$ cat src/rtl/ps2_host_tx.sv
// PS/2 host-to-device transmitter: sends one command byte with the request-to-send sequence.
// Latency: CLK_INHIBIT_CYCLES of clock inhibit, then one bit per device clock; line events seen 3 cycles late.
// Backpressure: tx_ready is high only in IDLE; tx_valid is ignored while a transfer is in flight.
//
// Optional build macro: PS2_TX_ACK_CHECK_EN -- a missing device ack pulses error instead of done.
//
// Ports:
//   CLOCK_50, reset        system clock, synchronous active-high reset
//   tx_data, tx_valid      command byte and send request (accepted when tx_ready is high)
//   tx_ready               high while idle
//   ps2_clk_in/ps2_dat_in  raw open-drain line levels (asynchronous)
//   ps2_clk_oe/ps2_dat_oe  1 = pull the line low, 0 = release (registered)
//   done, ack_ok           one-cycle completion pulse; ack_ok = device acknowledged
//   error                  one-cycle pulse on timeout (or missing ack with the macro)
module ps2_host_tx #(
  parameter int CLK_INHIBIT_CYCLES = 5000,
  parameter int TIMEOUT_CYCLES     = 750000,
  parameter int CNT_W              = 20
) (
  input  logic       CLOCK_50,
  input  logic       reset,
  input  logic [7:0] tx_data,
  input  logic       tx_valid,
  output logic       tx_ready,
  input  logic       ps2_clk_in,
  input  logic       ps2_dat_in,
  output logic       ps2_clk_oe,
  output logic       ps2_dat_oe,
  output logic       done,
  output logic       ack_ok,
  output logic       error
);

  typedef enum logic [2:0] {
    S_IDLE,
    S_INHIBIT,
    S_RELEASE,
    S_DATA,
    S_PARITY,
    S_STOP,
    S_WAIT_IDLE
  } state_t;

  localparam logic [CNT_W-1:0] INH_LAST = CNT_W'(CLK_INHIBIT_CYCLES - 1);
  localparam logic [CNT_W-1:0] INH_PEN  = CNT_W'(CLK_INHIBIT_CYCLES - 2);
  localparam logic [CNT_W-1:0] TO_LAST  = CNT_W'(TIMEOUT_CYCLES - 1);

  state_t           state, state_n;
  logic [CNT_W-1:0] cnt, cnt_n;
  logic [7:0]       shreg, shreg_n;
  logic             parity_bit, parity_n;
  logic [2:0]       bit_cnt, bit_cnt_n;
  logic             ack_seen, ack_seen_n;
  logic             clk_oe_n, dat_oe_n, done_n, ack_ok_n, error_n;

  // Line synchronizers; reset to the idle (released, high) level so no
  // spurious falling edge is seen when reset drops.
  logic clk_meta, clk_sync, clk_prev;
  logic dat_meta, dat_sync;
  logic fe;
  logic timing;

  always_ff @(posedge CLOCK_50) begin
    if (reset) begin
      clk_meta <= 1'b1;
      clk_sync <= 1'b1;
      clk_prev <= 1'b1;
      dat_meta <= 1'b1;
      dat_sync <= 1'b1;
    end else begin
      clk_meta <= ps2_clk_in;
      clk_sync <= clk_meta;
      clk_prev <= clk_sync;
      dat_meta <= ps2_dat_in;
      dat_sync <= dat_meta;
    end
  end

  assign fe       = clk_prev & ~clk_sync;
  assign tx_ready = (state == S_IDLE);
  // Once the clock is handed to the device, every state waits on it.
  assign timing   = (state != S_IDLE) && (state != S_INHIBIT);

  always_ff @(posedge CLOCK_50) begin
    if (reset) begin
      state      <= S_IDLE;
      cnt        <= '0;
      shreg      <= '0;
      parity_bit <= 1'b0;
      bit_cnt    <= '0;
      ack_seen   <= 1'b0;
      ps2_clk_oe <= 1'b0;
      ps2_dat_oe <= 1'b0;
      done       <= 1'b0;
      ack_ok     <= 1'b0;
      error      <= 1'b0;
    end else begin
      state      <= state_n;
      cnt        <= cnt_n;
      shreg      <= shreg_n;
      parity_bit <= parity_n;
      bit_cnt    <= bit_cnt_n;
      ack_seen   <= ack_seen_n;
      ps2_clk_oe <= clk_oe_n;
      ps2_dat_oe <= dat_oe_n;
      done       <= done_n;
      ack_ok     <= ack_ok_n;
      error      <= error_n;
    end
  end

  always_comb begin
    state_n    = state;
    cnt_n      = cnt;
    shreg_n    = shreg;
    parity_n   = parity_bit;
    bit_cnt_n  = bit_cnt;
    ack_seen_n = ack_seen;
    clk_oe_n   = ps2_clk_oe;
    dat_oe_n   = ps2_dat_oe;
    done_n     = 1'b0;
    ack_ok_n   = 1'b0;
    error_n    = 1'b0;

    case (state)
      S_IDLE: begin
        clk_oe_n = 1'b0;
        dat_oe_n = 1'b0;
        cnt_n    = '0;
        if (tx_valid) begin
          shreg_n  = tx_data;
          parity_n = ~^tx_data;
          clk_oe_n = 1'b1;
          // With a one-cycle inhibit the first cycle is also the last one.
          dat_oe_n = (CLK_INHIBIT_CYCLES == 1);
          state_n  = S_INHIBIT;
        end
      end

      S_INHIBIT: begin
        if (cnt == INH_LAST) begin
          clk_oe_n = 1'b0;
          dat_oe_n = 1'b1;
          cnt_n    = '0;
          state_n  = S_RELEASE;
        end else begin
          clk_oe_n = 1'b1;
          cnt_n    = cnt + 1'b1;
          // Start bit goes onto the line during the last inhibit cycle.
          if (cnt == INH_PEN) dat_oe_n = 1'b1;
        end
      end

      S_RELEASE: begin
        if (fe) begin
          dat_oe_n  = ~shreg[0];
          shreg_n   = {1'b0, shreg[7:1]};
          bit_cnt_n = '0;
          state_n   = S_DATA;
        end
      end

      S_DATA: begin
        if (fe) begin
          if (bit_cnt == 3'd7) begin
            dat_oe_n = ~parity_bit;
            state_n  = S_PARITY;
          end else begin
            dat_oe_n  = ~shreg[0];
            shreg_n   = {1'b0, shreg[7:1]};
            bit_cnt_n = bit_cnt + 3'd1;
          end
        end
      end

      S_PARITY: begin
        if (fe) begin
          dat_oe_n = 1'b0;
          state_n  = S_STOP;
        end
      end

      S_STOP: begin
        if (fe) begin
          ack_seen_n = ~dat_sync;
          state_n    = S_WAIT_IDLE;
        end
      end

      S_WAIT_IDLE: begin
        if (clk_sync && dat_sync) begin
          state_n = S_IDLE;
          cnt_n   = '0;
`ifdef PS2_TX_ACK_CHECK_EN
          if (ack_seen) begin
            done_n   = 1'b1;
            ack_ok_n = 1'b1;
          end else begin
            error_n  = 1'b1;
          end
`else
          done_n   = 1'b1;
          ack_ok_n = ack_seen;
`endif
        end
      end

      default: begin
        state_n  = S_IDLE;
        clk_oe_n = 1'b0;
        dat_oe_n = 1'b0;
        cnt_n    = '0;
      end
    endcase

    // Device watchdog: restarts on every device clock edge; expiry abandons
    // the transfer regardless of what the state logic above decided.
    if (timing) begin
      if (fe) begin
        cnt_n = '0;
      end else if (cnt == TO_LAST) begin
        state_n  = S_IDLE;
        clk_oe_n = 1'b0;
        dat_oe_n = 1'b0;
        cnt_n    = '0;
        done_n   = 1'b0;
        ack_ok_n = 1'b0;
        error_n  = 1'b1;
      end else if (state_n != S_IDLE) begin
        cnt_n = cnt + 1'b1;
      end
    end
  end

endmodule

$ cat config.mk
export PLATFORM = sky130hd
export DESIGN_NAME = ps2_host_tx
export DESIGN_NICKNAME = d
export VERILOG_FILES = /design/src/rtl/ps2_host_tx.sv
export SDC_FILE = /design/constraint.sdc
export NUM_CORES = 1
export LEC_CHECK = 0
export ABC_AREA = 1
export CELL_PAD_IN_SITES_DETAIL_PLACEMENT = 1
export CELL_PAD_IN_SITES_GLOBAL_PLACEMENT = 1
export CORE_ASPECT_RATIO = 0.7
export CORE_MARGIN = 4
export CORE_UTILIZATION = 46
export CTS_BUF_LIST = sky130_fd_sc_hd__clkbuf_8
export CTS_CLUSTER_SIZE = 40
export DETAILED_ROUTE_END_ITERATION = 10
export PLACE_DENSITY_LB_ADDON = 0.08
export SLEW_MARGIN = 5
export SYNTH_ARGS = -nofsm -noshare
export SYNTH_HDL_FRONTEND = slang
export SYNTH_SLANG_ARGS = --single-unit
$ cat constraint.sdc
create_clock -name CLOCK_50 -period 3.95 [get_ports CLOCK_50]
set_input_delay 0.395 -clock CLOCK_50 [delete_from_list [all_inputs] [get_ports CLOCK_50]]
set_output_delay 0.395 -clock CLOCK_50 [all_outputs]
set_load 0.03 [all_outputs]
==> impl_metrics.py <==
metrics = {
    "outcome": {
        "outcome": "completed",
    },
    "worst_setup_path": {
        "cp-start-kind": "register",
        "crit_top_cell": "nand2_1",
        "end_kind": "register",
        "crit_chain": "ha_1 > nand2_1 > inv_1 > nand2_1 > nor3_1 > nand3_1 > nand2_1 > nand2_1 > nand2_1 > inv_1 > nand2_1 > nor2_1",
        "critical_path_class": "reg -> reg",
        "required_ns": 4.17,
        "crit_fanout": 14,
        "cp_slowest_stage_delay_ns": 0.47,
        "slowest_stage": "dfxtp_1",
        "arrival_ns": 2.54,
    },
    "synthesis": {
        "syn_area_sq_um": 2980,
        "ys_ff_latch": 46,
        "seq_area_frac_synth_pct": 30.9,
        "synth_fp_nets": 510,
        "synth.yosys.warnings": 0,
        "synth_area_leaders": "dfxtp_1 (31%), nand2_1 (16%), nor2_1 (12%)",
        "yosysTopAreaCellShare_pct": 30.9,
        "synth_area_per_cell_sq_um": 6.09,
        "synth_cell_types": 31,
        "netlist_instances": 490,
        "synth_top_area_cell": "dfxtp_1",
    },
    "grt": {
        "grt_usage_pct": 24.6,
        "antenna_found_initial": 0,
        "grt_pass1_vias": 3057,
        "grt_pass1_wl_mm": 15.4,
        "grt_max_degree": 39,
        "grt_overflow": 0,
    },
    "die": {
        "io_pins": 19,
        "die_w_um": 104,
        "core_sq_um": 6250,
        "floorplan.initialDensity_pct": 47.8,
        "dieArea_sq_um": 7860,
        "die-height_um": 75.4,
        "num_rows": 24,
    },
    "worst_hold_path": {
        "hp-class": "reg -> reg",
    },
    "cts": {
        "cts_resized": 0,
        "cts_tree": "done",
        "cts_hold_buffers": 0,
        "numCtsBuffers": 5,
        "cts.sinks": 46,
        "clkLatencyLatePin_ns": 0.32,
        "htree_levels": 2,
        "postCtsSetupRepairBufs": 0,
        "cts_root_buf": "clkbuf_8",
        "clkTransAtPathRegs_ns": 0.10,
        "cts_buffer_depth": 2,
    },
    "timing": {
        "tns_ns": 0,
        "slew_violations": 0,
        "fin_skew_ns": 0.0158,
        "fin_crit_ns": 2.32,
        "tightestPinTransition_ns": 0.686,
        "rsz0062_at_grt": "no",
        "relSlewSlack_pct": 53.9,
        "hold_ws_ns": 0.417,
        "setup_violations": 0,
        "fmax_mhz": 430,
        "period_share_pct": 58.8,
        "hold_violations": 0,
    },
    "pwr": {
        "p_seq_share_pct": 55.1,
        "p_sw_share_pct": 28.0,
        "p_clk_share_pct": 33.2,
        "leakage_nw": 1.54,
        "p_per_area_nw_per_um2": 270,
        "power.internal_w": 0.000638,
        "p_sw_w": 0.000248,
        "irDropWorstVdd_mv": 0.124,
        "p_comb_share_pct": 11.8,
    },
    "placement": {
        "gp_congestion": 0.944,
        "dp_hpwl_mm": 7.17,
        "dpl_cell_area_sq_um": 3200,
        "numPortBuffers": 18,
    },
    "route": {
        "dr_total_vias": 3163,
        "drt_wl_total_mm": 9.37,
        "wl_per_cell_um": 16.1,
        "via_per_inst": 5.43,
        "drc": 0,
        "dr.first_iter.drc_count": 240,
        "first_pass_iters": 5,
        "drtAntennaViolNets": 0,
    },
    "finish": {
        "fin_nets": 524,
        "area_growth_pct": 9.85,
        "n_fill_cell": 879,
        "fin_area_sq_um": 3280,
        "n_antenna_cell": 0,
        "drive_gt1_share_pct": 3.97,
    },
    "flow_run": {
        "drv_cap": 0,
    },
}
==> cells by family (layout without fill, tap and decap cells) <==
group	after synthesis	after routing	share of synthesized area (%)
AOI/OAI and AO/OA	61	61	11.4
xor gates and xnor gates	18	18	5.28
adders and majority gates	7	7	2.93
buffers and inverters	83	97	11.4
DFF	46	46	30.9
and+or+nand+nor	275	275	38.1
==> layout make-up <==
class / instances / area, sq um / area share (%)
clock buffers: 5 / 68.8 / 2.10
clock inverters: 2 / 10.0 / 0.305
inverters: 70 / 263 / 8.02
multi-input cells: 361 / 1720 / 52.6
flip-flops and latches: 46 / 921 / 28.1
well taps: 78 / 97.6 / 2.98
repair buffers: 20 / 195 / 5.95
==> worst max-delay path: cells and delay by family, from the launching register on <==
kind / cells / cell delay (ns)
simple gates: 9 / 1.06
fa+ha+maj: 1 / 0.29
buf+inv: 2 / 0.40
flops: 1 / 0.47
==> Yosys cell counts (all sizes together) <==
cell	number
dfxtp	46
buf	8
a22oi	1
clkinv	4
or2	4
a211oi	1
o21bai	1
and2	2
a21oi	23
nor2	94
nor3	10
o22ai	6
a31oi	10
clkbuf	5
o221ai	1
nand2	128
inv	66
nand3	24
xor2	12
ha	7
xnor2	6
o21ai	18
nand4	11
nor3b	2
==> routing by layer <==
| layer | GRT usage (%) | vias up | routed length (um) |
|---|---|---|---|
| met5 | 0 | - | 0 |
| met4 | 6.34 | 0 | 102 |
| met1 | 35.2 | 1496 | 4760 |
| li1 | - | 1570 | - |
| met3 | 4.57 | 12 | 619 |
| met2 | 38.5 | 85 | 3890 |
==> power by group through the flow <==
stage          registers, W  clock network (W)   logic, W
4_1_cts            0.000488           0.000295   0.000105
3_5_place_dp       0.000498                  0   0.000104
5_1_grt            0.000490           0.000315   0.000117
6_report           0.000488           0.000294   0.000104
2_1_floorplan      0.000497                  0  0.0000652
3_3_place_gp       0.000498                  0  0.0000991
==> metrics by stage <==
stage	cells	setup slack (ns)	power [W]	util, %
after CTS	582	1.62	0.000888	52.5
after global placement	575	1.67	0.000597	51.2
after floorplan	490	2.03	0.000562	-
after global routing	582	1.33	0.000922	52.5
after detailed placement	575	1.51	0.000602	51.2
final	582	1.63	0.000886	52.5
==> final timing paths <==
path         startpoint       end  slack [ns]  cells past startpoint
max              cnt[0]   cnt[15]        1.63                     12
min            clk_meta  clk_sync        0.42                      1
max reg2reg      cnt[0]   cnt[15]        1.63                     12
min reg2reg    clk_meta  clk_sync        0.42                      1
==> placed cells by master, fill, tap and decap left out, drive strengths merged <==
cell,n
clkinv,6
o221ai,1
o21ai,18
a211oi,1
or2,4
nand4,11
nor3b,2
o22ai,6
and2,2
clkdlybuf4s50,18
dfxtp,46
o21bai,1
a31oi,10
ha,7
a22oi,1
nand3,24
nor2,94
buf,2
xor2,12
inv,66
nor3,10
clkbuf,5
a21oi,23
xnor2,6
nand2,128
==> state kept, by name, summed over array words and instances (netlist names) <==
signal	cells
dat_meta	1
clk_prev	1
shreg	8
state	3
ack_ok	1
ack_seen	1
error	1
clk_meta	1
done	1
ps2_dat_oe	1
ps2_clk_oe	1
parity_bit	1
bit_cnt	3
dat_sync	1
clk_sync	1
cnt	20
Note: power is estimated with default switching activity, not from simulation.
